`src/rtl/alarm_ring_sequencer.sv`:
```
// ---------------------------------------------------------------------------
// alarm_ring_sequencer
//
// Sequences the alarm once the time/alarm compare fires. It produces the
// buzzer on/off cadence, handles snooze cycles with a per-event snooze limit,
// auto-stops after a ring timeout, and accepts a dismiss. In the datapath it
// sits between the alarm-match compare and the buzzer driver.
//
// This is a Moore machine. Every output decodes only from registered state
// and counters, so there is no combinational path from any input to any
// output. An input sampled at clock edge N shows up in the outputs just
// after edge N.
//
// Ports
//   i_Clk           : system clock
//   i_Reset         : synchronous, active-high reset
//   i_Sec_Tick      : one-cycle pulse per second
//   i_Alarm_Enable  : alarm armed (level)
//   i_Alarm_Match   : current time equals alarm time (level, held for the minute)
//   i_Snooze        : debounced snooze button (level; acts on its rising edge)
//   i_Dismiss       : debounced dismiss button (level)
//   o_Buzzer        : buzzer drive
//   o_Ringing       : high while in RING
//   o_Snoozing      : high while in SNOOZE
//   o_Snooze_Count  : snoozes used in the current alarm event
// ---------------------------------------------------------------------------
module alarm_ring_sequencer #(
  parameter int unsigned BEEP_ON_CYC      = 4,
  parameter int unsigned BEEP_OFF_CYC     = 4,
  parameter int unsigned SNOOZE_SEC       = 540,
  parameter int unsigned RING_TIMEOUT_SEC = 300,
  parameter int unsigned MAX_SNOOZES      = 3
) (
  input  logic       i_Clk,
  input  logic       i_Reset,
  input  logic       i_Sec_Tick,
  input  logic       i_Alarm_Enable,
  input  logic       i_Alarm_Match,
  input  logic       i_Snooze,
  input  logic       i_Dismiss,
  output logic       o_Buzzer,
  output logic       o_Ringing,
  output logic       o_Snoozing,
  output logic [3:0] o_Snooze_Count
);

  // The cadence period is at least 2 cycles, so CAD_W is always at least 1.
  localparam int unsigned CAD_PERIOD = BEEP_ON_CYC + BEEP_OFF_CYC;
  localparam int unsigned CAD_W      = $clog2(CAD_PERIOD);

  localparam logic [CAD_W-1:0] CAD_LAST   = CAD_W'(CAD_PERIOD - 1);
  localparam logic [CAD_W-1:0] CAD_ON     = CAD_W'(BEEP_ON_CYC);
  localparam logic [15:0]      RING_LAST  = 16'(RING_TIMEOUT_SEC - 1);
  localparam logic [15:0]      SNZ_LAST   = 16'(SNOOZE_SEC - 1);
  localparam logic [3:0]       MAX_SNZ    = 4'(MAX_SNOOZES);

  typedef enum logic [1:0] {
    ST_IDLE   = 2'd0,
    ST_RING   = 2'd1,
    ST_SNOOZE = 2'd2,
    ST_DONE   = 2'd3
  } state_e;

  state_e           state_q, state_d;
  logic [15:0]      sec_cnt_q, sec_cnt_d;
  logic [CAD_W-1:0] cad_cnt_q, cad_cnt_d;
  logic [3:0]       snz_cnt_q, snz_cnt_d;
  logic             snooze_prev_q;
  logic             snz_rise;
  logic             stop_req;

  assign snz_rise = i_Snooze & ~snooze_prev_q;
  assign stop_req = ~i_Alarm_Enable | i_Dismiss;

  always_ff @(posedge i_Clk) begin
    if (i_Reset) begin
      state_q       <= ST_IDLE;
      sec_cnt_q     <= '0;
      cad_cnt_q     <= '0;
      snz_cnt_q     <= '0;
      snooze_prev_q <= 1'b0;
    end else begin
      state_q       <= state_d;
      sec_cnt_q     <= sec_cnt_d;
      cad_cnt_q     <= cad_cnt_d;
      snz_cnt_q     <= snz_cnt_d;
      snooze_prev_q <= i_Snooze;
    end
  end

  always_comb begin
    state_d   = state_q;
    sec_cnt_d = sec_cnt_q;
    cad_cnt_d = cad_cnt_q;
    snz_cnt_d = snz_cnt_q;

    unique case (state_q)
      ST_IDLE: begin
        if (i_Alarm_Enable && i_Alarm_Match) begin
          // A new alarm event starts with a fresh snooze budget.
          state_d   = ST_RING;
          snz_cnt_d = '0;
          sec_cnt_d = '0;
          cad_cnt_d = '0;
        end
      end

      ST_RING: begin
        cad_cnt_d = (cad_cnt_q == CAD_LAST) ? '0 : cad_cnt_q + 1'b1;
        if (stop_req) begin
          state_d = ST_DONE;
        end else if (snz_rise && (snz_cnt_q < MAX_SNZ)) begin
          state_d   = ST_SNOOZE;
          snz_cnt_d = snz_cnt_q + 4'd1;
          sec_cnt_d = '0;
        end else if (i_Sec_Tick) begin
          // A snooze press with the budget exhausted has no effect, so the
          // timeout still runs in the same cycle.
          if (sec_cnt_q == RING_LAST) begin
            state_d = ST_DONE;
          end else begin
            sec_cnt_d = sec_cnt_q + 16'd1;
          end
        end
      end

      ST_SNOOZE: begin
        if (stop_req) begin
          state_d = ST_DONE;
        end else if (i_Sec_Tick) begin
          if (sec_cnt_q == SNZ_LAST) begin
            // Re-ring: restart the timeout and begin the cadence in its on phase.
            state_d   = ST_RING;
            sec_cnt_d = '0;
            cad_cnt_d = '0;
          end else begin
            sec_cnt_d = sec_cnt_q + 16'd1;
          end
        end
      end

      ST_DONE: begin
        // Wait out the match minute so the same match cannot retrigger.
        if (!i_Alarm_Match) begin
          state_d = ST_IDLE;
        end
      end

      default: begin
        state_d = ST_IDLE;
      end
    endcase
  end

  assign o_Ringing      = (state_q == ST_RING);
  assign o_Snoozing     = (state_q == ST_SNOOZE);
  assign o_Buzzer       = (state_q == ST_RING) && (cad_cnt_q < CAD_ON);
  assign o_Snooze_Count = snz_cnt_q;

endmodule

```
`config.mk`:
```
export PLATFORM = sky130hd
export DESIGN_NAME = alarm_ring_sequencer
export DESIGN_NICKNAME = d
export VERILOG_FILES = /design/src/rtl/alarm_ring_sequencer.sv
export SDC_FILE = /design/constraint.sdc
export NUM_CORES = 1
export LEC_CHECK = 0
export ABC_AREA = 1
export CAP_MARGIN = 20
export CORE_MARGIN = 8
export CORE_UTILIZATION = 60
export DETAILED_ROUTE_END_ITERATION = 6
export PLACE_DENSITY = 0.82
export SKIP_LAST_GASP = 1
export SLEW_MARGIN = 5
export SYNTH_ARGS = -nofsm -noshare
export SYNTH_HDL_FRONTEND = slang
export SYNTH_SLANG_ARGS = --single-unit
```
`constraint.sdc`:
```
create_clock -name i_Clk -period 4.4 [get_ports i_Clk]
set_input_delay 0.66 -clock i_Clk [delete_from_list [all_inputs] [get_ports i_Clk]]
set_output_delay 0.66 -clock i_Clk [all_outputs]
set_load 0.02 [all_outputs]
```
Word level (Yosys, flattened, before mapping)
Cells that the tools add are included.
{"block": "op_classes", "n_mux": 29, "n_bitwise": 4, "reduce_logical": 10, "eq_ne": 19, "add_sub_neg": 3, "n_lt_le_gt_ge": 2}
{"operator": "$mux W16", "count": 8}
{"operator": "$pmux W16 S3", "count": 1}
{"operator": "$mux W2", "count": 9}
{"operator": "$add A16 B1 Y16 const B", "count": 1}
{"operator": "$eq A16 B10 Y1 const B", "count": 1}
{"operator": "$eq A16 B9 Y1 const B", "count": 1}
{"operator": "$mux W3", "count": 5}
{"operator": "$mux W4", "count": 3}
{"operator": "$ne A2 B2 Y1 const B", "count": 5}
{"operator": "$pmux W3 S3", "count": 1}
{"operator": "$pmux W2 S4", "count": 1}
{"operator": "$pmux W4 S2", "count": 1}
{"operator": "$reduce_and A7 Y1", "count": 1}
{"operator": "$ne A3 B2 Y1 const B", "count": 2}
{"operator": "$reduce_and A6 Y1", "count": 1}
{"operator": "$reduce_and A5 Y1", "count": 1}
{"operator": "$add A4 B1 Y4 const B", "count": 1}
{"operator": "$eq A2 B2 Y1 const B", "count": 2}
{"operator": "$lt A4 B2 Y1 const B", "count": 1}
{"operator": "$ne A2 B1 Y1 const B", "count": 2}
{"operator": "$ne A4 B1 Y1 const B", "count": 1}
{"operator": "$ne A4 B2 Y1 const B", "count": 1}
{"operator": "$reduce_and A4 Y1", "count": 1}
{"operator": "$add A3 B1 Y3 const B", "count": 1}
{"operator": "12 further kinds", "count": 15}
{"block": "word_totals", "reg_bits": 26, "output_inout_bits": 7, "elab_cells": 72, "input_bits": 7}

Longest topological paths before layout
Gate-level depths: netlist of run 1.
{"block": "logic_depth", "depth_word": 6, "ltp_mapped": 13}

Worst setup path before layout of run 1
Ideal clock, no wire load.
{"block": "synth_timing", "kind": "register -> output", "from": "register state_q[1]", "to": "output port o_Buzzer", "required_time_ns": 3.740, "n_path_buf": 1, "path_stages_with_launch": 6, "arrival_time_ns": 1.251, "setup_slack_ns": 2.489, "path_cell_list": "dfxtp_1 inv_1 ha_1 buf_6 inv_2 nor2_1"}
{"block": "synth_between", "elab_chain_cells": 2}
{"element": "from (decl)", "line_no": "64", "text": "state_e state_q, state_d;"}
{"element": "from (signal assigned)", "line_no": "83", "text": "state_q <= state_d;"}
{"element": "$eq A2 B1 Y1"}
{"element": "via o_Ringing", "line_no": "42", "text": "output logic o_Ringing,"}
{"element": "$logic_and A1 B1 Y1", "line_no": "157", "text": "assign o_Buzzer = (state_q == ST_RING) && (cad_cnt_q < CAD_ON);"}
{"element": "to (decl)", "line_no": "41", "text": "output logic o_Buzzer,"}
The timed path passes the listed nets, and every way through them passes these cells.

Worst setup path after layout of run 1
{"block": "layout_timing", "from": "register state_q[1]", "to": "output port o_Buzzer"}
{"block": "layout_between", "elab_chain_cells": 2}
{"element": "$eq A2 B1 Y1", "line_no": "157"}
{"element": "$logic_and A1 B1 Y1", "line_no": "157"}
Every way passes these cells.

==> metrics.csv, run 1 <==
stage;metric;value;unit
status;outcome;finished, final reports clean;
synthesis;Netlist cell types;34;
die;std cell rows;20;
clock_network;CTS Sinks;26;
cells_and_area;final cell count without fillers;323;
detailed_routing;drt drc;0;
cells_and_area;share of layout cells above drive strength 1;11.4;%
timing;worst relative slew slack;39.2;%
cells_and_area;Register Area;520;um^2
placed_design;Port Buf Inserts;13;
timing;setup_tns;0;ns
cells_and_area;area grow syn2layout;10.0;%
detailed_routing;First-pass DRT Iterations;4;
die;num ports;14;
worst_setup_path;crit path launch type;register;
timing;RSZ-0062 raised after global routing;false;
min_path;min-delay worst type;reg2reg;
worst_setup_path;critical path's top delay family;buffers and inverters;
flow_run;Max Cap Viol;0;
clock_network;Clock Latency Late Sink;0.34;ns
worst_setup_path;CP cell instances;inv_1 -> ha_1 -> inv_2 -> nor2_1 -> clkdlybuf4s50_1;
worst_setup_path;Worst Path Required;3.74;ns
detailed_routing;DRT antenna net count;0;
grt;vias in the first global route;1638;
power;Pwr Density;444;mW/mm^2
worst_setup_path;CP bufs+invs;3;
clock_network;CTS clk-pin slew, worst paths;0.16;ns
detailed_routing;via count;1758;
cells_and_area;Final Cell Area;0.00203;mm^2
grt;Total GRT Usage;16.2;%
timing;Setup Skew;0.00474;ns
worst_setup_path;Crit Path Class;reg2out;
cells_and_area;commonest cells after routing, fill and taps aside;nand2_1, nand3_1, nor2_1, inv_1, dfxtp_1;
timing;Fmax;354;MHz
detailed_routing;Vias/cell;5.44;
detailed_routing;Starting DRT DRC Count;120;
synthesis;sequential area share after synthesis;28.2;%
clock_network;htree depth;1;
grt;GRT overflow;0;
detailed_routing;final wirelength;4.02;mm
cells_and_area;fin util;67.7;%
die;height of the die;71.5;um
cells_and_area;Diodes inserted;0;
worst_setup_path;CP arrival;2.17;ns
placed_design;dpl hpwl;3.06;mm
worst_setup_path;CP max stage delay;0.61;ns
die;Die W;71.5;um
clock_network;post-cts resize count;0;
placed_design;RePlAce Congestion;0.891;
timing;endpoints failing setup;0;
clock_network;TritonCTS clock tree;done;
timing;fin crit share;64.2;%
die;Starting Density;61.5;%
cells_and_area;Nets;309;
timing;Max Transition Viols Final;0;
grt;first-pass GRT wire length;6.88;mm
grt;pin count of the biggest net entering global routing;21;
clock_network;clock buffer depth;2;
cells_and_area;Fillers;275;
clock_network;Num CTS Buffers;3;
synthesis;Synth warnings;0;
die;die area;0.00511;mm^2
synthesis;Mapped Area;0.00185;mm^2
clock_network;hold_buf cts;0;
cells_and_area;multi-input logic area;0.00114;mm^2
placed_design;Placed Cells;319;
power;Max rail drop VDD;0.358;mV
grt;initial antenna violation count;0;
worst_setup_path;Crit Path Max Fanout;11;
synthesis;Post-Syn Nets;296;
timing;final hold viol count;0;
clock_network;Clk Tree Root Cell;clkbuf_4;
timing;Worst-Margin Slew;0.911;ns
synthesis;post-synthesis cell count;278;
power;leak pwr;0.844;nW
worst_setup_path;CP endpoint kind;primary output;
synthesis;Post-Syn Area per Cell;6.65;um^2
synthesis;Yosys reg bits;26;
placed_design;Cell Area, Placed;0.00198;mm^2
detailed_routing;per-cell routed wire length;12.4;um
die;core area;0.00300;mm^2
power;PnR Total Power;904;uW
timing;min Tclk post-route;2.83;ns
cells_and_area;commonest non-fill, non-tap cell in the layout;nand2_1;
worst_setup_path;CP max-delay cell;clkdlybuf4s50_1;
clock_network;setup bufs post-CTS;0;
[sequential cells by signal (all words and copies together), names as in the netlist]
register and flops:
state_q 2, o_Snooze_Count 4, sec_cnt_q 16, cad_cnt_q 3, snooze_prev_q 1
[synthesized netlist by cell type]
library cell  instances  share of area, %
a31oi_1               3               1.0
a21oi_1              13               3.5
ha_1                 11               7.4
nor2_4                3               1.8
xor2_1                2              0.95
a21oi_2               2              0.95
xnor2_1               1              0.47
or2_0                 1              0.34
nand3_4               1              0.95
nand2_1              60                12
clkbuf_1              1              0.20
clkinv_1              2              0.41
nand3b_1              1              0.41
nand4_1               4               1.4
nand2_2               5               1.7
o21ai_0               4               1.1
nor2_2                8               2.7
nand2_4               1              0.61
nor2_1               36               7.3
nor3_2                3               1.6
nor4_2                2               1.4
buf_2                 1              0.27
buf_6                 2               1.2
nand2_8               1               1.1
dfxtp_1              26                28
nor3_1                4               1.1
o21ai_1               2              0.54
o21bai_1              1              0.41
nand3_1              37                10
inv_1                35               7.1
buf_4                 1              0.41
inv_2                 2              0.41
nand3_2               1              0.54
and3_1                1              0.34
[through the flow]
stage                     hold slack (ns)  setup WS, ns
final                               0.486          1.57
after global routing                0.513          1.46
after CTS                           0.491          1.57
after detailed placement            0.468          1.62
after global placement              0.462          1.67
after floorplan                     0.458          2.49
[report_power, final]
| group | internal (mW) | switching (mW) |
|---|---|---|
| Clock | 0.0922 | 0.0795 |
| Combinational | 0.146 | 0.294 |
| Sequential | 0.263 | 0.0289 |
[cell families after synthesis]
| group | Yosys count | synth area share, % |
|---|---|---|
| AND/OR/NAND/NOR | 169 | 45.4 |
| buffers and inverters | 44 | 10.0 |
| flip-flops | 26 | 28.2 |
| AO/OA/AOI/OAI | 25 | 7.52 |
| adder cells (fa/ha/maj) | 11 | 7.45 |
| XOR/XNOR | 3 | 1.42 |
[final cells by class]
class	count	share of cell area, %
Timing Repair Buffer	13	6.40
Multi-Input combinational cell	208	56.2
Clock buffer	3	1.11
Clock inverter	1	1.48
Inverter	39	7.20
Tap cell	33	2.03
Sequential cell	26	25.6
[per-layer routing]
metal / track usage, % / vias up / routed length, um
met3: 2.23 / 11 / 121
met5: 0 / - / 0
met4: 7.71 / 0 / 94
met2: 28.0 / 35 / 1930
li1: - / 920 / -
met1: 19.2 / 792 / 1880
[tightest hold or removal path: stages, from the launching register on]
cell and delay [ns]:
dfxtp_1 0.36, nand2_1 0.07, nor2_1 0.04
[worst paths after layout]
path / cells past startpoint / to / startpoint / slack (ns)
setup / recovery: 5 / o_Buzzer / state_q[1] / 1.57
hold / removal: 2 / o_Snooze_Count[3] / o_Snooze_Count[3] / 0.49
setup reg to reg: 10 / sec_cnt_q[10] / state_q[1] / 1.86
hold reg to reg: 2 / o_Snooze_Count[3] / o_Snooze_Count[3] / 0.49
(Power assumes the default switching activity.)
==> run 2, diff against run 1 <==
Settings changed: CORE_UTILIZATION 60 to 52, PLACE_DENSITY 0.82 to 0.75.
Clock period 4.4 ns to 2.3 ns, I/O delays scaled along.
==> run 2 against run 1 <==
Against the previous run:
- combinational power grew 110%
- sequential share of layout area shrank 0.69 points
- die area grew 12%
- design area grew 2.8%
- clock skew grew 0.0012 ns
==> metrics.csv, run 2 (synthesized netlist as in run 1, its figures left out) <==
stage;metric;value;unit;change
status;outcome;finished, final reports clean;;
clock_network;Clk Tree Root Cell;clkbuf_4;;
grt;Total GRT Usage;15.7;%;-0.48 points
worst_setup_path;CP max stage delay;0.67;ns;+0.06 ns
cells_and_area;multi-input logic area;0.00114;mm^2;+0.22%
power;Pwr Density;857;mW/mm^2;+93%
cells_and_area;area grow syn2layout;13.1;%;
timing;worst relative slew slack;70.3;%;+31 points
timing;setup_tns;0;ns;unchanged
timing;RSZ-0062 raised after global routing;false;;
clock_network;clock buffer depth;2;;unchanged
worst_setup_path;worst r2r src;state_q[0];;
detailed_routing;drt drc;0;;unchanged
cells_and_area;Biggest register;sec_cnt_q;;
detailed_routing;final wirelength;4.01;mm;-0.17%
timing;min Tclk post-route;2.20;ns;
flow_run;Max Cap Viol;0;;unchanged
worst_setup_path;CP max-delay cell;clkdlybuf4s50_1;;
worst_setup_path;Crit Path Class;reg2out;;
clock_network;htree depth;1;;unchanged
detailed_routing;DRT antenna net count;0;;unchanged
detailed_routing;per-cell routed wire length;11.8;um;-4.9%
grt;vias in the first global route;1624;;-0.85%
worst_setup_path;crit path launch type;register;;
die;die area;0.00572;mm^2;+12%
timing;fin crit share;95.8;%;
power;Max rail drop VDD;0.532;mV;+49%
worst_setup_path;path depth of the worst reg2reg path;8;;-2
cells_and_area;commonest non-fill, non-tap cell in the layout;nand2_1;;
cells_and_area;commonest cells after routing, fill and taps aside;nand2_1, nand3_1, nor2_1, inv_1, dfxtp_1;;
timing;Worst-Margin Slew;0.441;ns;-0.470 ns
timing;Max Transition Viols Final;0;;unchanged
die;core area;0.00336;mm^2;+12%
timing;Setup Skew;0.00598;ns;+0.00124 ns
grt;pin count of the biggest net entering global routing;21;;unchanged
min_path;WHS Path Cells;2;;unchanged
clock_network;setup bufs post-CTS;0;;unchanged
detailed_routing;Vias/cell;5.17;;-5.1%
min_path;min-delay worst type;reg2reg;;
detailed_routing;First-pass DRT Iterations;4;;unchanged
grt;GRT overflow;0;;unchanged
detailed_routing;via count;1751;;-0.40%
clock_network;TritonCTS clock tree;done;;
grt;first-pass GRT wire length;7.15;mm;+3.9%
placed_design;Port Buf Inserts;13;;unchanged
die;Starting Density;54.9;%;-6.6 points
clock_network;CTS clk-pin slew, worst paths;0.15;ns;about the same
worst_setup_path;Crit Path Max Fanout;7;;-4
power;leak pwr;0.877;nW;+4.0%
cells_and_area;Nets;312;;+0.97%
cells_and_area;share of layout cells above drive strength 1;12.6;%;+1.2 points
clock_network;Clock Latency Late Sink;0.33;ns;about the same
die;num ports;14;;unchanged
worst_setup_path;CP arrival;1.86;ns;-0.31 ns
detailed_routing;Starting DRT DRC Count;116;;-3.3%
worst_setup_path;Worst Path Required;1.96;ns;-1.78 ns
cells_and_area;Fillers;358;;+30%
placed_design;Placed Cells;335;;+5.0%
clock_network;Num CTS Buffers;3;;unchanged
cells_and_area;final cell count without fillers;339;;+5.0%
timing;endpoints failing setup;0;;unchanged
cells_and_area;Register Area;520;um^2;unchanged
timing;final hold viol count;0;;unchanged
min_path;worst hold start;o_Snooze_Count[3];;
worst_setup_path;CP cell instances;inv_1 -> ha_1 -> clkdlybuf4s50_1;;
timing;Fmax;454;MHz;
cells_and_area;max reg flops;16;;unchanged
die;height of the die;75.6;um;+5.8%
placed_design;RePlAce Congestion;0.883;;-0.88%
worst_setup_path;Critical Path Start;state_q[0];;
worst_setup_path;CP endpoint kind;primary output;;
clock_network;CTS Sinks;26;;unchanged
grt;initial antenna violation count;0;;unchanged
cells_and_area;Diodes inserted;0;;unchanged
placed_design;dpl hpwl;3.09;mm;+1.0%
power;PnR Total Power;1.79;mW;+98%
die;std cell rows;21;;+5.0%
die;Die W;75.6;um;+5.8%
==> run 2: per-layer routing <==
| metal | up-vias | routed length, um | global-route usage [%] |
|---|---|---|---|
| li1 | 925 | - | - |
| met1 | 787 | 2060 | 21.9 |
| met2 | 35 | 1740 | 24.2 |
| met3 | 4 | 187 | 2.89 |
| met4 | 0 | 26 | 3.62 |
| met5 | - | 0 | 0 |
==> run 2: timing repair <==
action / 4_1_cts / 5_1_grt
gates resized for setup: 0 / 2
hold buffers: 0 / 0
endpoints found under the setup margin: 0 / 1
==> run 2: report_power, final <==
part	switching (mW)	internal, mW
Sequential	0.0559	0.504
Clock	0.148	0.176
Combinational	0.572	0.334
Total	0.775	1.01
==> run 2: layout make-up <==
class	instances	area share [%]
Sequential cell	26	24.9
Clock buffer	3	1.08
Clock inverter	1	1.44
Inverter	39	7.01
Multi-Input combinational cell	208	54.8
Tap cell	46	2.75
Timing Repair Buffer	16	8.02
==> run 2: final timing paths <==
path,end,slack (ns)
setup / recovery,o_Snoozing,0.1
hold / removal,o_Snooze_Count[3],0.48
setup reg to reg,sec_cnt_q[3],0.34
hold reg to reg,o_Snooze_Count[3],0.48
==> run 2: stage by stage <==
| stage | setup WS, ns | instance area, um^2 | util, % | hold slack, ns |
|---|---|---|---|---|
| finish | 0.0957 | 2090 | 62.1 | 0.476 |
| global route | 0.00205 | 2090 | 62.1 | 0.496 |
| CTS | 0.0451 | 2080 | 62.0 | 0.480 |
| detailed placement | 0.264 | 2030 | 60.4 | 0.460 |
| global placement | 0.301 | 2030 | 60.4 | 0.456 |
| floorplan | 0.472 | 1850 | - | 0.424 |
==> run 2: critical path: cells and delay by family, from the launching register on <==
family / cells / cell delay, ns
adders and majority gates: 1 / 0.31
DFF: 1 / 0.40
buffers and inverters: 2 / 0.81
